`src/rtl/unidade_busca_pc_if.sv`:
```
// unidade_busca_pc_if
//   Groups the fetch-control inputs and the PC/status outputs of the
//   fetch stage into one bundle. Clock and reset are not part of it.
//   Inputs (core/imem -> fetch stage):
//     en_i, branch_taken_i, branch_offset_i, jump_i, jump_target_i,
//     jr_i, jr_addr_i, instrucao_i
//   Outputs (fetch stage -> core/imem):
//     pc_o, pc_plus4_o, fetch_valid_o, halted_o, fault_o, fault_addr_o,
//     instr_count_o
//   Modports: slave = fetch stage side, master = core/testbench side.
interface unidade_busca_pc_if;
  logic        en_i;
  logic        branch_taken_i;
  logic [31:0] branch_offset_i;
  logic        jump_i;
  logic [25:0] jump_target_i;
  logic        jr_i;
  logic [31:0] jr_addr_i;
  logic [31:0] instrucao_i;

  logic [31:0] pc_o;
  logic [31:0] pc_plus4_o;
  logic        fetch_valid_o;
  logic        halted_o;
  logic        fault_o;
  logic [31:0] fault_addr_o;
  logic [31:0] instr_count_o;

  modport slave (
    input  en_i, branch_taken_i, branch_offset_i, jump_i, jump_target_i,
           jr_i, jr_addr_i, instrucao_i,
    output pc_o, pc_plus4_o, fetch_valid_o, halted_o, fault_o,
           fault_addr_o, instr_count_o
  );

  modport master (
    output en_i, branch_taken_i, branch_offset_i, jump_i, jump_target_i,
           jr_i, jr_addr_i, instrucao_i,
    input  pc_o, pc_plus4_o, fetch_valid_o, halted_o, fault_o,
           fault_addr_o, instr_count_o
  );
endinterface

```
`src/rtl/unidade_busca_pc.sv`:
```
// unidade_busca_pc
//   Program-counter / fetch-control stage sitting in front of the
//   instruction memory of a single-cycle MIPS core. Holds the PC, picks
//   the next PC (jr > jump > branch > sequential), stops on the halt
//   word, traps on illegal fetch targets and counts PC advances.
//   Ports:
//     clk   - rising-edge clock
//     rst_n - asynchronous reset, active low
//     bus   - unidade_busca_pc_if.slave (control inputs, instruction word,
//             PC and status outputs)
//   Parameters:
//     RESET_PC  - PC value loaded on reset
//     MEM_WORDS - instruction memory depth in words; legal PC < MEM_WORDS*4
//     HALT_WORD - instruction encoding that stops fetch
module unidade_busca_pc #(
  parameter logic [31:0] RESET_PC  = 32'h0000_0000,
  parameter int unsigned MEM_WORDS = 256,
  parameter logic [31:0] HALT_WORD = 32'h0000_000C
) (
  input logic              clk,
  input logic              rst_n,
  unidade_busca_pc_if.slave bus
);

  typedef enum logic [1:0] {
    ST_RUN   = 2'd0,
    ST_HALT  = 2'd1,
    ST_FAULT = 2'd2
  } state_t;

  localparam logic [31:0] MemWordsW = 32'(MEM_WORDS);

  state_t      state_q, state_d;
  logic [31:0] pc_q, pc_d;
  logic [31:0] instrCount_q, instrCount_d;
  logic [31:0] faultAddr_q, faultAddr_d;

  logic [31:0] pcPlus4;
  logic [31:0] branchPc;
  logic [31:0] jumpPc;
  logic [31:0] candPc;
  logic        candIllegal;

  assign pcPlus4  = pc_q + 32'd4;
  assign branchPc = pcPlus4 + {bus.branch_offset_i[29:0], 2'b00};
  assign jumpPc   = {pcPlus4[31:28], bus.jump_target_i, 2'b00};

  always_comb begin
    candPc = pcPlus4;
    if (bus.jr_i) begin
      candPc = bus.jr_addr_i;
    end else if (bus.jump_i) begin
      candPc = jumpPc;
    end else if (bus.branch_taken_i) begin
      candPc = branchPc;
    end
  end

  // Misaligned targets and word indices past the end of memory both trap.
  assign candIllegal = (candPc[1:0] != 2'b00) ||
                       ({2'b00, candPc[31:2]} >= MemWordsW);

  always_ff @(posedge clk or negedge rst_n) begin
    if (!rst_n) begin
      state_q      <= ST_RUN;
      pc_q         <= RESET_PC;
      instrCount_q <= 32'd0;
      faultAddr_q  <= 32'd0;
    end else begin
      state_q      <= state_d;
      pc_q         <= pc_d;
      instrCount_q <= instrCount_d;
      faultAddr_q  <= faultAddr_d;
    end
  end

  // Halt detection outranks the illegal-target check; a stall (en=0)
  // outranks both, so nothing is evaluated while stalled.
  always_comb begin
    state_d      = state_q;
    pc_d         = pc_q;
    instrCount_d = instrCount_q;
    faultAddr_d  = faultAddr_q;
    if (state_q == ST_RUN && bus.en_i) begin
      if (bus.instrucao_i == HALT_WORD) begin
        state_d = ST_HALT;
      end else if (candIllegal) begin
        state_d     = ST_FAULT;
        faultAddr_d = candPc;
      end else begin
        pc_d         = candPc;
        instrCount_d = instrCount_q + 32'd1;
      end
    end
  end

  assign bus.pc_o          = pc_q;
  assign bus.pc_plus4_o    = pcPlus4;
  assign bus.fetch_valid_o = (state_q == ST_RUN);
  assign bus.halted_o      = (state_q == ST_HALT);
  assign bus.fault_o       = (state_q == ST_FAULT);
  assign bus.fault_addr_o  = faultAddr_q;
  assign bus.instr_count_o = instrCount_q;

endmodule

```
`src/flat_wrapper.sv`:
```
// flat-port wrapper written by rule: the top's interface ports become plain ports
module unidade_busca_pc_flat 
#(
  parameter logic [31:0] RESET_PC  = 32'h0000_0000,
  parameter int unsigned MEM_WORDS = 256,
  parameter logic [31:0] HALT_WORD = 32'h0000_000C
)
  (clk, rst_n, bus_en_i, bus_branch_taken_i, bus_branch_offset_i, bus_jump_i, bus_jump_target_i, bus_jr_i, bus_jr_addr_i, bus_instrucao_i, bus_pc_o, bus_pc_plus4_o, bus_fetch_valid_o, bus_halted_o, bus_fault_o, bus_fault_addr_o, bus_instr_count_o);
  unidade_busca_pc_if bus_i ();
  input logic clk;
  input logic rst_n;
  input wire logic [$bits(bus_i.en_i)-1:0] bus_en_i;
  input wire logic [$bits(bus_i.branch_taken_i)-1:0] bus_branch_taken_i;
  input wire logic [$bits(bus_i.branch_offset_i)-1:0] bus_branch_offset_i;
  input wire logic [$bits(bus_i.jump_i)-1:0] bus_jump_i;
  input wire logic [$bits(bus_i.jump_target_i)-1:0] bus_jump_target_i;
  input wire logic [$bits(bus_i.jr_i)-1:0] bus_jr_i;
  input wire logic [$bits(bus_i.jr_addr_i)-1:0] bus_jr_addr_i;
  input wire logic [$bits(bus_i.instrucao_i)-1:0] bus_instrucao_i;
  output wire logic [$bits(bus_i.pc_o)-1:0] bus_pc_o;
  output wire logic [$bits(bus_i.pc_plus4_o)-1:0] bus_pc_plus4_o;
  output wire logic [$bits(bus_i.fetch_valid_o)-1:0] bus_fetch_valid_o;
  output wire logic [$bits(bus_i.halted_o)-1:0] bus_halted_o;
  output wire logic [$bits(bus_i.fault_o)-1:0] bus_fault_o;
  output wire logic [$bits(bus_i.fault_addr_o)-1:0] bus_fault_addr_o;
  output wire logic [$bits(bus_i.instr_count_o)-1:0] bus_instr_count_o;
  assign bus_i.en_i = bus_en_i;
  assign bus_i.branch_taken_i = bus_branch_taken_i;
  assign bus_i.branch_offset_i = bus_branch_offset_i;
  assign bus_i.jump_i = bus_jump_i;
  assign bus_i.jump_target_i = bus_jump_target_i;
  assign bus_i.jr_i = bus_jr_i;
  assign bus_i.jr_addr_i = bus_jr_addr_i;
  assign bus_i.instrucao_i = bus_instrucao_i;
  assign bus_pc_o = bus_i.pc_o;
  assign bus_pc_plus4_o = bus_i.pc_plus4_o;
  assign bus_fetch_valid_o = bus_i.fetch_valid_o;
  assign bus_halted_o = bus_i.halted_o;
  assign bus_fault_o = bus_i.fault_o;
  assign bus_fault_addr_o = bus_i.fault_addr_o;
  assign bus_instr_count_o = bus_i.instr_count_o;
  unidade_busca_pc #(.RESET_PC(RESET_PC), .MEM_WORDS(MEM_WORDS), .HALT_WORD(HALT_WORD)) u_core (.clk(clk), .rst_n(rst_n), .bus(bus_i));
endmodule
```
`config.mk`:
```
export PLATFORM = sky130hd
export DESIGN_NAME = unidade_busca_pc_flat
export DESIGN_NICKNAME = d
export VERILOG_FILES = /design/src/rtl/unidade_busca_pc_if.sv /design/src/rtl/unidade_busca_pc.sv /design/src/flat_wrapper.sv
export SDC_FILE = /design/constraint.sdc
export NUM_CORES = 1
export LEC_CHECK = 0
export ABC_AREA = 1
export CAP_MARGIN = 20
export CORE_ASPECT_RATIO = 1.5
export CORE_MARGIN = 5
export CORE_UTILIZATION = 50
export CTS_BUF_LIST = sky130_fd_sc_hd__clkbuf_2 sky130_fd_sc_hd__clkbuf_4 sky130_fd_sc_hd__clkbuf_8
export DETAILED_ROUTE_END_ITERATION = 8
export PLACE_DENSITY = 0.89
export SLEW_MARGIN = 20
export SYNTH_ARGS = -nofsm -noshare
export SYNTH_HDL_FRONTEND = slang
export SYNTH_SLANG_ARGS = --single-unit
```
`constraint.sdc`:
```
create_clock -name clk -period 4.35 [get_ports clk]
set_clock_uncertainty 0.05 [all_clocks]
set_input_delay 0.87 -clock clk [delete_from_list [all_inputs] [get_ports clk]]
set_output_delay 0.87 -clock clk [all_outputs]
set_load 0.01 [all_outputs]
```
Yosys cells after proc, flatten, opt, wreduce, memory -nomap -nowiden --
Index checks and enable logic that the tools add are counted.
Cells by class: reduce and logical (&&, ||, !) cells 8, mux-type cells 5, order comparisons 1, equality and inequality tests 3, bitwise operators 2, $add $sub $neg 3
Operator list (count):
- 2-to-1 mux 32 bit | 3
- adder 32 x 1 -> 32 bit (second input constant) | 1
- adder 32 x 3 -> 32 bit (second input constant) | 1
- adder 32 bit | 1
- equality test 32 x 4 -> 1 bit (second input constant) | 1
- >= comparator 30 x 9 -> 1 bit (second input constant) | 1
- AND reduction 3 bit | 2
- 2-to-1 mux 2 bit | 2
- nonzero test 2 bit | 2
- equality test 2 x 1 -> 1 bit (second input constant) | 1
- equality test 2 bit (second input constant) | 1
- logical NOT 2 bit | 1
- inverter 1 bit | 2
- AND reduction 2 bit | 1
- logical AND 1 bit | 1
- logical OR 1 bit | 1
Storage, ports and cells: output and inout bits 131, input bits 128, register bits 98

Longest topological paths before layout --
Gate-level depths: netlist of run 1.
depth after elaboration 9, mapped depth 32

Least setup slack after synthesis of run 1 --
OpenSTA, ideal clock, no wires.
path type register to register, from register u_core.pc_q[2] (netlist: u_core.bus.pc_o[2]), to register u_core.faultAddr_q[27] (netlist: u_core.bus.fault_addr_o[27]), period minus slack after synthesis 3750 ps, arrival time 3575 ps, setup time 124 ps, path slack 600 ps, stages on the path, launching flop included 29, path buffers 2, cell sequence dfrtp_1 ha_1 nand3_1 inv_2 nand2_2 inv_1 nand3_1 nor2_1 nand2_1 xor2_1 inv_1 ha_1 a21oi_1 a21boi_0 nand2_1 a21oi_1 nand3_1 nand3_1 nand2_1 nand2_1 nand2_1 nand2_1 nand3_1 nor2_2 nand2_2 nand2_4 buf_6 buf_6 o21ai_1
On the way: longest elaborated chain between the ends 8
RTL lines:
- from (decl) | RTL line unidade_busca_pc.sv:34 | logic [31:0] pc_q, pc_d;
- from (signal assigned) | RTL line unidade_busca_pc.sv:71 | pc_q <= pc_d;
- adder 32 x 3 -> 32 bit (*) | RTL line unidade_busca_pc.sv:44 | assign pcPlus4 = pc_q + 32'd4;
- named net bus_pc_plus4_o[30] | RTL line flat_wrapper.sv:21 | output wire logic [$bits(bus_i.pc_plus4_o)-1:0] bus_pc_plus4_o;
- adder 32 bit | RTL line unidade_busca_pc.sv:45 | assign branchPc = pcPlus4 + {bus.branch_offset_i[29:0], 2'b00};
- 2-to-1 mux 32 bit | RTL line unidade_busca_pc.sv:54 | end else if (bus.branch_taken_i) begin
- 2-to-1 mux 32 bit (*) | RTL line unidade_busca_pc.sv:52 | end else if (bus.jump_i) begin
- 2-to-1 mux 32 bit (*) | RTL line unidade_busca_pc.sv:50 | if (bus.jr_i) begin
- >= comparator 30 x 9 -> 1 bit (*) | RTL line unidade_busca_pc.sv:61 | ({2'b00, candPc[31:2]} >= MemWordsW);
- logical OR 1 bit (*) | RTL line unidade_busca_pc.sv:60 | assign candIllegal = (candPc[1:0] != 2'b00) ||
- AND reduction 3 bit (no source line) (*)
- to (signal assigned) | RTL line unidade_busca_pc.sv:73 | faultAddr_q <= faultAddr_d;
- to (decl) | RTL line unidade_busca_pc.sv:36 | logic [31:0] faultAddr_q, faultAddr_d;
Mark *: on every way through the listed nets, which the timed path passes. The rest lies on a longest branch. A chain may end at the register's enable or synchronous reset.

Worst setup path after layout of run 1 --
from register u_core.pc_q[9] (netlist: u_core.bus.pc_o[9]), to register u_core.instrCount_q[10] (netlist: u_core.bus.instr_count_o[10])
On the way: longest elaborated chain between the ends 9
RTL lines:
- adder 32 x 3 -> 32 bit (*) | RTL line unidade_busca_pc.sv:44
- adder 32 bit | RTL line unidade_busca_pc.sv:45
- 2-to-1 mux 32 bit | RTL line unidade_busca_pc.sv:54
- 2-to-1 mux 32 bit (*) | RTL line unidade_busca_pc.sv:52
- 2-to-1 mux 32 bit (*) | RTL line unidade_busca_pc.sv:50
- >= comparator 30 x 9 -> 1 bit (*) | RTL line unidade_busca_pc.sv:61
- logical OR 1 bit (*) | RTL line unidade_busca_pc.sv:60
- inverter 1 bit (no source line) (*)
- AND reduction 3 bit (no source line) (*)
- to (signal assigned) | RTL line unidade_busca_pc.sv:72 | instrCount_q <= instrCount_d;
- to (decl) | RTL line unidade_busca_pc.sv:35 | logic [31:0] instrCount_q, instrCount_d;
Every way passes the cells marked *; elsewhere a longest branch is shown, timed or not.

==> impl_metrics.csv, run 1 <==
group,metric,value,unit
status,status,"finished, final reports clean",
clock_network,cts-root-buf,"clkbuf_8",
pwr,power.leakage,6.52,nW
yosys,netlist.area_leader.share,0.275,
cells_and_area,drive_gt1_frac,0.128,
floorplan,num_io_pins,259,
sta,slew_viol_final,0,
yosys,ys_seq_area_frac,0.275,
cells_and_area,multi_input_area,5700,sq um
sta,setup_viol,0,
placement,place_area,12100,sq um
pwr,finalPower,1.97,mW
cells_and_area,num_antenna_cells,0,
cells_and_area,fillers,1521,
yosys,synth.distinct_cells,39,
worst_setup_path,endpoint_kind,"flip-flop",
clock_network,cts_tree,"yes",
sta,hold_viol,0,
clock_network,path_clk_slew,0.11,ns
cells_and_area,finish.net_count,1972,
floorplan,rows,60,
yosys,synthArstFlopShare,1.00,
sta,setup_ws,0.210,ns
pwr,power_density,155,nW/um^2
floorplan,die_height,174,um
floorplan,die_area,20700,sq um
placement,dp_hpwl,32.7,mm
yosys,netlist_top_cells_count,"nand2_1 (578), inv_1 (191), nor2_1 (133)",
global_route,grt_overflow,0,
sta,worst_pin_slew,0.856,ns
yosys,synth.area.mux_share,0,
cells_and_area,utilization,0.716,
yosys,syn-instance-count,1500,
worst_setup_path,crit_type,"reg2reg",
sta,rsz0062_at_grt,"true",
worst_setup_path,required,4.60,ns
yosys,synth.most_common_cell,"nand2_1",
detailed_routing,vias_per_cell,5.54,
sta,fmax,242,MHz
cells_and_area,final_cell_area,12700,sq um
yosys,synth_area_per_cell,5.95,sq um
sta,finalSetupTns,0,ns
flow_run,maxCapViolations,0,
detailed_routing,finalWirelength,39.7,mm
yosys,yosys.area.top_type,"dfrtp_1",
detailed_routing,route.detailed.drc,0,
placement,gp_congestion,1.04,
floorplan,die_x,119,um
yosys,synth-edff-count,0,
yosys,synth-adder-area-share,0.0485,
hold_path,hold_class,"in2async",
sta,period_share,0.952,
yosys,synth-simple-area-share,0.460,
pwr,ir_worst_vdd,0.000156,V
yosys,synth_top_flop_cell,"dfrtp_1",
yosys,ys_top_cells_by_area,"dfrtp_1 (27%), nand2_1 (24%), inv_1 (8.0%)",
clock_network,clk_latency,0.40,ns
detailed_routing,drt_iter0_markers,843,
yosys,synth_compound_area_frac,0.0615,
global_route,grt_usage,0.375,
yosys,yosysWarnings,0,
worst_setup_path,ff2ff_setup_slack,0.21,ns
clock_network,clock_path_buffers,2,
yosys,netlist_area,8930,sq um
worst_setup_path,critPathLaunchType,"flip-flop",
global_route,grt_pass1_wl,60.5,mm
yosys,synth-seq-cells,98,
sta,slew_headroom,0.424,
yosys,syn_nets,1662,
global_route,grt_pass1_vias,11300,
clock_network,htreeDepth,3,
yosys,synth-xor-area-share,0.0402,
yosys,synth_top_family_by_area,"simple AND/OR/NAND/NOR gates",
clock_network,numCtsBuffers,9,
global_route,grt_start_max_net_pins,41,
floorplan,coreArea,17800,sq um
detailed_routing,firstDrtPassIters,5,
sta,layout_min_cycle_time,4.14,ns
clock_network,numClockSinks,98,
worst_setup_path,cp_max_fo,30,
detailed_routing,antenna_left,0,
cells_and_area,area_growth,42.7,%
detailed_routing,avgRoutedWirePerCell,19.5,um
floorplan,start_util,0.502,
placement,dpl_worst_slack,-0.0244,ns
global_route,antenna_found_initial,0,
placement,io_buffer_count,256,
cells_and_area,seqCellArea,2470,sq um
worst_setup_path,worstPathArrival,4.39,ns
detailed_routing,vias,11300,
## per-stage QoR
step	cells	hold slack (ns)
final	2032	0.375
after global routing	2032	0.412
after CTS	2016	0.382
after detailed placement	2000	0.417
after global placement	2000	0.405
after floorplan	1500	0.421
## placed cells by master, fill, tap and decap left out, drive strengths merged, types with 2 or more instances in the layout
cell type | Yosys | layout
nor2 | 140 | 140
o21ai | 38 | 38
and2 | 9 | 9
nand2 | 583 | 583
o22ai | 2 | 2
clkinv | 0 | 3
dfrtp | 98 | 98
inv | 220 | 223
ha | 33 | 33
xnor2 | 6 | 6
a21o | 4 | 4
nor3 | 24 | 24
nand4 | 57 | 57
a21oi | 46 | 46
clkdlybuf4s50 | 0 | 255
nor4 | 14 | 14
xor2 | 35 | 35
nand3b | 10 | 10
buf | 21 | 86
o21bai | 4 | 4
clkbuf | 21 | 9
nand3 | 113 | 113
a21boi | 4 | 4
a22oi | 2 | 2
or2 | 13 | 13
## repair_timing
| item | CTS | global route |
|---|---|---|
| hold buffers | 0 | 0 |
| endpoints found under the setup margin | 0 | 97 |
| buffers inserted | 0 | 16 |
| gates resized for setup | 0 | 83 |
## area by class of cell
class                   count  share of cell area
flip-flops and latches     98               0.194
inverters                 220              0.0648
clock inverters             7             0.00746
well taps                 217              0.0213
repair buffers            341               0.255
clock buffers               9             0.00972
multi-input cells        1140               0.448
## where the power goes
group / switching, mW / total [mW] / internal (mW) / leakage [nW]
registers: 0 / 0.910 / 0.910 / 1.33
logic: 0.207 / 0.390 / 0.183 / 5.08
clock network: 0.389 / 0.672 / 0.283 / 0.111
total: 0.596 / 1.97 / 1.38 / 6.52
## sequential cells by signal, indices dropped and copies added, names as in the netlist
register,flops
u_core.bus.fault_addr_o,32
u_core.state_q,2
u_core.bus.pc_o,32
u_core.bus.instr_count_o,32
## cells by family after synthesis
group                    Yosys count
adder cells (fa/ha/maj)           34
XOR/XNOR                          41
flip-flops                        98
buffers and inverters            262
AO/OA/AOI/OAI                    100
AND/OR/NAND/NOR                  965
## final timing paths
check / startpoint / endpoint / depth (start not counted)
setup / recovery: u_core.bus.pc_o[9] / u_core.bus.instr_count_o[10] / 27
hold / removal: rst_n / u_core.bus.pc_o[26] / 1
setup reg to reg: u_core.bus.pc_o[9] / u_core.bus.instr_count_o[10] / 27
hold reg to reg: u_core.bus.fault_addr_o[12] / u_core.bus.fault_addr_o[12] / 2
max in group asynchronous: rst_n / u_core.bus.fault_addr_o[15] / 2
min in group clk: u_core.bus.fault_addr_o[12] / u_core.bus.fault_addr_o[12] / 2
## metal layers
layer / part of all wire / global-route usage
met2: 0.50 / 0.665
met4: 0.096 / 0.306
met5: 0 / 0
met3: 0.063 / 0.0708
met1: 0.34 / 0.375
## worst max-delay path, stage by stage, from the launching register on
cell and delay [ns]:
dfrtp_2 0.47, nand2_2 0.12, nor2_1 0.17, nand2_1 0.10, nor2_1 0.16, inv_1 0.07, nor2_1 0.10, nand2_1 0.07
nand2_1 0.09, inv_1 0.08, ha_2 0.40, nand2_2 0.13, nor3_1 0.15, buf_4 0.16, nand2_1 0.07, nor2_1 0.30
nor2_1 0.11, nand3_1 0.09, nand3_1 0.08, nand3_1 0.07, nand2_1 0.09, inv_1 0.10, nand3_1 0.10, nor2_2 0.15
nand4_1 0.17, buf_12 0.22, nand2_1 0.07, nand2_1 0.05
(Power assumes the default switching activity.)
==> run 2: changes to the inputs <==
Settings changed: CAP_MARGIN 20 to 5, MAX_ROUTING_LAYER from default to met4.
==> run 2 against run 1 <==
Fmax shrank 2.2%. Critical endpoint is now u_core.bus.instr_count_o[0]. Non-clock buffer count grew 20. Sequential cell count is the same. Hold slack lost 0.020 ns. Routed wire length grew 3.1%. Critical path type unchanged.
==> impl_metrics.csv, run 2 (same netlist as run 1, synthesis figures left out) <==
group,metric,value,unit
global_route,top_usage_layer,"met2",
clock_network,hold_buffers,0,
placement,io_buffer_count,256,
clock_network,clk_latency,0.40,ns
pwr,power.leakage,6.64,nW
clock_network,clock_path_buffers,2,
hold_path,hold_class,"in2async",
status,status,"finished, final reports clean",
cells_and_area,finish.net_count,1992,
global_route,grt_start_max_net_pins,41,
sta,period_share,0.973,
worst_setup_path,endpoint_kind,"flip-flop",
placement,dp.cells,2019,
sta,fin_hold_ws,0.354,ns
clock_network,numCtsBuffers,9,
clock_network,cts-root-buf,"clkbuf_8",
cells_and_area,seqCellArea,2480,sq um
global_route,antenna_found_initial,0,
cells_and_area,fillers,1558,
worst_setup_path,critPathLaunchType,"flip-flop",
floorplan,num_io_pins,259,
worst_setup_path,worstPathArrival,4.52,ns
pwr,finalPower,2.00,mW
global_route,met3_usage,0.0568,
sta,hold_viol,0,
detailed_routing,finalWirelength,41.0,mm
detailed_routing,vias_per_cell,5.57,
placement,gp_congestion,1.06,
floorplan,rows,60,
clock_network,cts_tree,"yes",
detailed_routing,avgRoutedWirePerCell,20.0,um
placement,place_area,12300,sq um
cells_and_area,multi_input_area,5730,sq um
worst_setup_path,critPathMaxStageDelay,0.38,ns
pwr,ir_worst_vdd,0.000208,V
sta,setup_viol,0,
global_route,grt_pass1_wl,60.5,mm
worst_setup_path,crit_type,"reg2reg",
global_route,grt_usage,0.385,
sta,slew_viol_final,0,
sta,layout_min_cycle_time,4.23,ns
sta,fmax,236,MHz
worst_setup_path,ff2ff_path_depth,28,
floorplan,die_area,20700,sq um
global_route,grt_overflow,0,
sta,worst_pin_slew,0.875,ns
global_route,met1_usage,0.383,
cells_and_area,utilization,0.729,
cells_and_area,final_cell_mix,"nand2_1 (561), clkdlybuf4s50_1 (255), inv_1 (191), nand3_1 (111), nor2_1 (110)",
placement,dpl_worst_slack,-0.113,ns
detailed_routing,drt_iter0_markers,953,
global_route,use_met2,0.676,
global_route,grt_pass1_vias,11300,
detailed_routing,antenna_left,0,
sta,slew_headroom,0.416,
detailed_routing,vias,11400,
worst_setup_path,cp_max_fo,20,
worst_setup_path,required,4.64,ns
cells_and_area,layout_commonest_cell,"nand2_1",
cells_and_area,final_cells,2052,
floorplan,coreArea,17800,sq um
sta,finalSetupTns,0,ns
placement,dp_hpwl,32.9,mm
worst_setup_path,crit_top_cell,"nand2_1",
cells_and_area,final_cell_area,13000,sq um
detailed_routing,firstDrtPassIters,5,
worst_setup_path,critical_path.slowest_cell,"dfrtp_1",
clock_network,path_clk_slew,0.12,ns
cells_and_area,drive_gt1_frac,0.143,
detailed_routing,route.detailed.drc,0,
clock_network,numClockSinks,98,
floorplan,die_x,119,um
floorplan,die_height,174,um
pwr,power_density,154,nW/um^2
clock_network,htreeDepth,3,
floorplan,start_util,0.502,
flow_run,maxCapViolations,0,
cells_and_area,area_growth,45.3,%
cells_and_area,num_antenna_cells,0,
sta,setup_ws,0.118,ns
-- run 2: path summary, 6_finish.rpt --
kind / startpoint / endpoint / slack [ns]
worst max-delay path: u_core.bus.pc_o[2] / u_core.bus.instr_count_o[0] / 0.12
worst min-delay path: rst_n / u_core.bus.instr_count_o[7] / 0.35
worst max register to register: u_core.bus.pc_o[2] / u_core.bus.instr_count_o[0] / 0.12
worst min register to register: u_core.bus.fault_addr_o[3] / u_core.bus.fault_addr_o[3] / 0.45
max in group asynchronous: rst_n / u_core.bus.fault_addr_o[29] / 3.04
min in group clk: u_core.bus.fault_addr_o[3] / u_core.bus.fault_addr_o[3] / 0.45
-- run 2: per-layer routing --
| layer | share of wire | vias to the layer above |
|---|---|---|
| li1 | - | 5375 |
| met1 | 0.33 | 5243 |
| met2 | 0.51 | 628 |
| met3 | 0.065 | 190 |
| met4 | 0.095 | 0 |
| met5 | 0 | - |
-- run 2: worst max-delay path: cells and delay by family (launching register included) --
kind	cells	cell delay (ns)
simple gates	16	1.73
fa+ha+maj	2	0.52
compound gates	3	0.46
flops	1	0.38
buf+inv	6	0.85
xor+xnor	1	0.19
-- run 2: what timing repair did --
item / CTS / global route
resized for setup: 2 / 88
setup buffers: 0 / 13
cloned: 0 / 4
endpoints found under the setup margin: 54 / 97
pin swaps: 0 / 9
-- run 2: cell type report --
class | instances | share of cell area
multi-input cells | 1140 | 0.441
repair buffers | 361 | 0.266
flip-flops and latches | 98 | 0.191
inverters | 220 | 0.0636
well taps | 217 | 0.0209
clock buffers | 9 | 0.00955
clock inverters | 7 | 0.00733
-- run 2: power breakdown --
part,internal [mW],total (mW),switching (mW)
sequential,0.910,0.910,0
clock,0.285,0.684,0.400
combinational,0.193,0.402,0.209
==> run 3: changes to the inputs <==
Settings changed: DONT_BUFFER_PORTS from default to 1, PLACE_DENSITY 0.89 to 0.7.
==> run 3 against run 2 <==
Setup slack better by 0.042 ns. Final area down 18%. Clock power decreased by 12%. Fmax grew 1.0%. Cell count is 11% lower. Combinational power fell by 43%. Via count decreased by 12%. Power decreased by 13%. Routed wire length is 11% lower. First-iteration DRC count shrank 27%. Hold slack got worse by 0.25 ns. Non-clock buffer count down 227.
==> impl_metrics.csv, run 3 (same netlist as run 1, synthesis figures left out) <==
group,metric,value,unit
floorplan,die_height,174,um
sta,slew_headroom,0.458,
cells_and_area,final_cell_area,10600,sq um
worst_setup_path,ff2ff_setup_slack,0.16,ns
cells_and_area,finish.net_count,1765,
clock_network,clock_path_buffers,2,
global_route,antenna_found_initial,2,
worst_setup_path,timing.critical_path.buf_inv,7,
detailed_routing,firstDrtPassIters,6,
global_route,grt_start_max_net_pins,99,
worst_setup_path,crit_type,"reg2reg",
cells_and_area,drive_gt1_frac,0.174,
clock_network,cts-root-buf,"clkbuf_8",
sta,layout_min_cycle_time,4.19,ns
sta,period_share,0.963,
floorplan,rows,60,
worst_setup_path,critPathLaunchType,"flip-flop",
worst_setup_path,worstPathArrival,4.43,ns
clock_network,path_clk_slew,0.11,ns
worst_setup_path,critPathMaxStageDelay,0.45,ns
detailed_routing,drt_iter0_markers,692,
floorplan,num_io_pins,259,
global_route,grt_pass1_wl,54.5,mm
worst_setup_path,required,4.59,ns
pwr,finalPower,1.74,mW
detailed_routing,vias,10100,
sta,fmax,239,MHz
hold_path,hold_class,"in2async",
clock_network,numCtsBuffers,9,
sta,rsz0062_at_grt,"true",
cells_and_area,area_growth,18.9,%
status,status,"finished, final reports clean",
sta,slew_viol_final,0,
sta,worst_pin_slew,0.805,ns
floorplan,die_x,119,um
worst_setup_path,crit_top_cell,"nand2_1",
floorplan,start_util,0.502,
global_route,grt_usage,0.354,
pwr,power.leakage,5.82,nW
worst_setup_path,r2r_start,"u_core.bus.pc_o[7]",
clock_network,numClockSinks,98,
sta,hold_viol,0,
global_route,grt_pass1_vias,9775,
cells_and_area,layout_commonest_cell,"nand2_1",
clock_network,cts_tree,"yes",
pwr,ir_worst_vdd,0.000138,V
global_route,grt_overflow,0,
placement,dp_hpwl,30.2,mm
floorplan,coreArea,17800,sq um
cells_and_area,final_cell_mix,"nand2_1 (569), inv_1 (190), buf_4 (127), nor2_1 (113), nand3_1 (108)",
floorplan,die_area,20700,sq um
worst_setup_path,critical_path.slowest_cell,"dfrtp_1",
clock_network,clk_latency,0.40,ns
detailed_routing,finalWirelength,36.6,mm
clock_network,htreeDepth,3,
sta,fin_hold_ws,0.104,ns
detailed_routing,antenna_left,0,
detailed_routing,avgRoutedWirePerCell,20.0,um
worst_setup_path,endpoint_kind,"flip-flop",
worst_setup_path,crit_start,"u_core.bus.pc_o[7]",
detailed_routing,route.detailed.drc,0,
placement,io_buffer_count,0,
placement,place_area,9920,sq um
sta,setup_viol,0,
placement,gp_congestion,1.04,
detailed_routing,vias_per_cell,5.53,
cells_and_area,fillers,1890,
flow_run,maxCapViolations,0,
worst_setup_path,cp_max_fo,15,
worst_setup_path,cp_top_family,"simple AND/OR/NAND/NOR gates",
pwr,power_density,164,nW/um^2
run 3: worst paths after layout:
check                                                to  cells past startpoint
min in group clk                      u_core.state_q[1]                      2
setup / recovery           u_core.bus.instr_count_o[21]                     29
max in group asynchronous   u_core.bus.fault_addr_o[11]                      0
hold reg to reg                       u_core.state_q[1]                      2
setup reg to reg           u_core.bus.instr_count_o[21]                     29
hold / removal                      u_core.bus.pc_o[25]                      0
run 3: area by class of cell:
type	instances	area, sq um	area share
antenna	2	5.00	0.000471
timing repair buffer	134	1100	0.103
tap	217	272	0.0256
clock inverter	6	57.6	0.00542
sequential	98	2470	0.232
multi-input combinational	1140	5770	0.543
inverter	220	826	0.0777
clock buffer	9	124	0.0117
run 3: layer usage:
metal  vias to the layer above  wire [um]  GRT usage  part of all wire
li1                       4924          -          -                 -
met1                      4616      12700      0.366              0.35
met2                       445      18300      0.604              0.50
met3                       120       2650     0.0699             0.072
met4                         0       2960      0.236             0.081
met5                         -          0          -                 0
run 3: through the flow:
step | TNS (ns) | util | setup WS (ns) | cells
floorplan | 0 | - | 0.600 | 1500
global placement | 0 | 0.557 | 0.0913 | 1787
detailed placement | 0 | 0.557 | 0.0486 | 1787
CTS | 0 | 0.568 | 0.0126 | 1802
global route | -4.88 | 0.597 | -0.117 | 1826
finish | 0 | 0.597 | 0.161 | 1826
run 3: power by group:
group	leakage [nW]	switching [mW]	internal [mW]	total [mW]
Sequential	1.34	0	0.910	0.910
Combinational	4.39	0.144	0.0844	0.229
Clock	0.0941	0.379	0.220	0.599
Total	5.82	0.524	1.21	1.74
run 3: repair_timing:
action / 4_1_cts / 5_1_grt
hold buffers: 0 / 0
gates cloned: 0 / 1
buffers inserted: 0 / 21
gates resized for setup: 2 / 86
pin swaps: 0 / 7
endpoints found under the setup margin: 2 / 97
hold endpoints to repair: 0 / 0
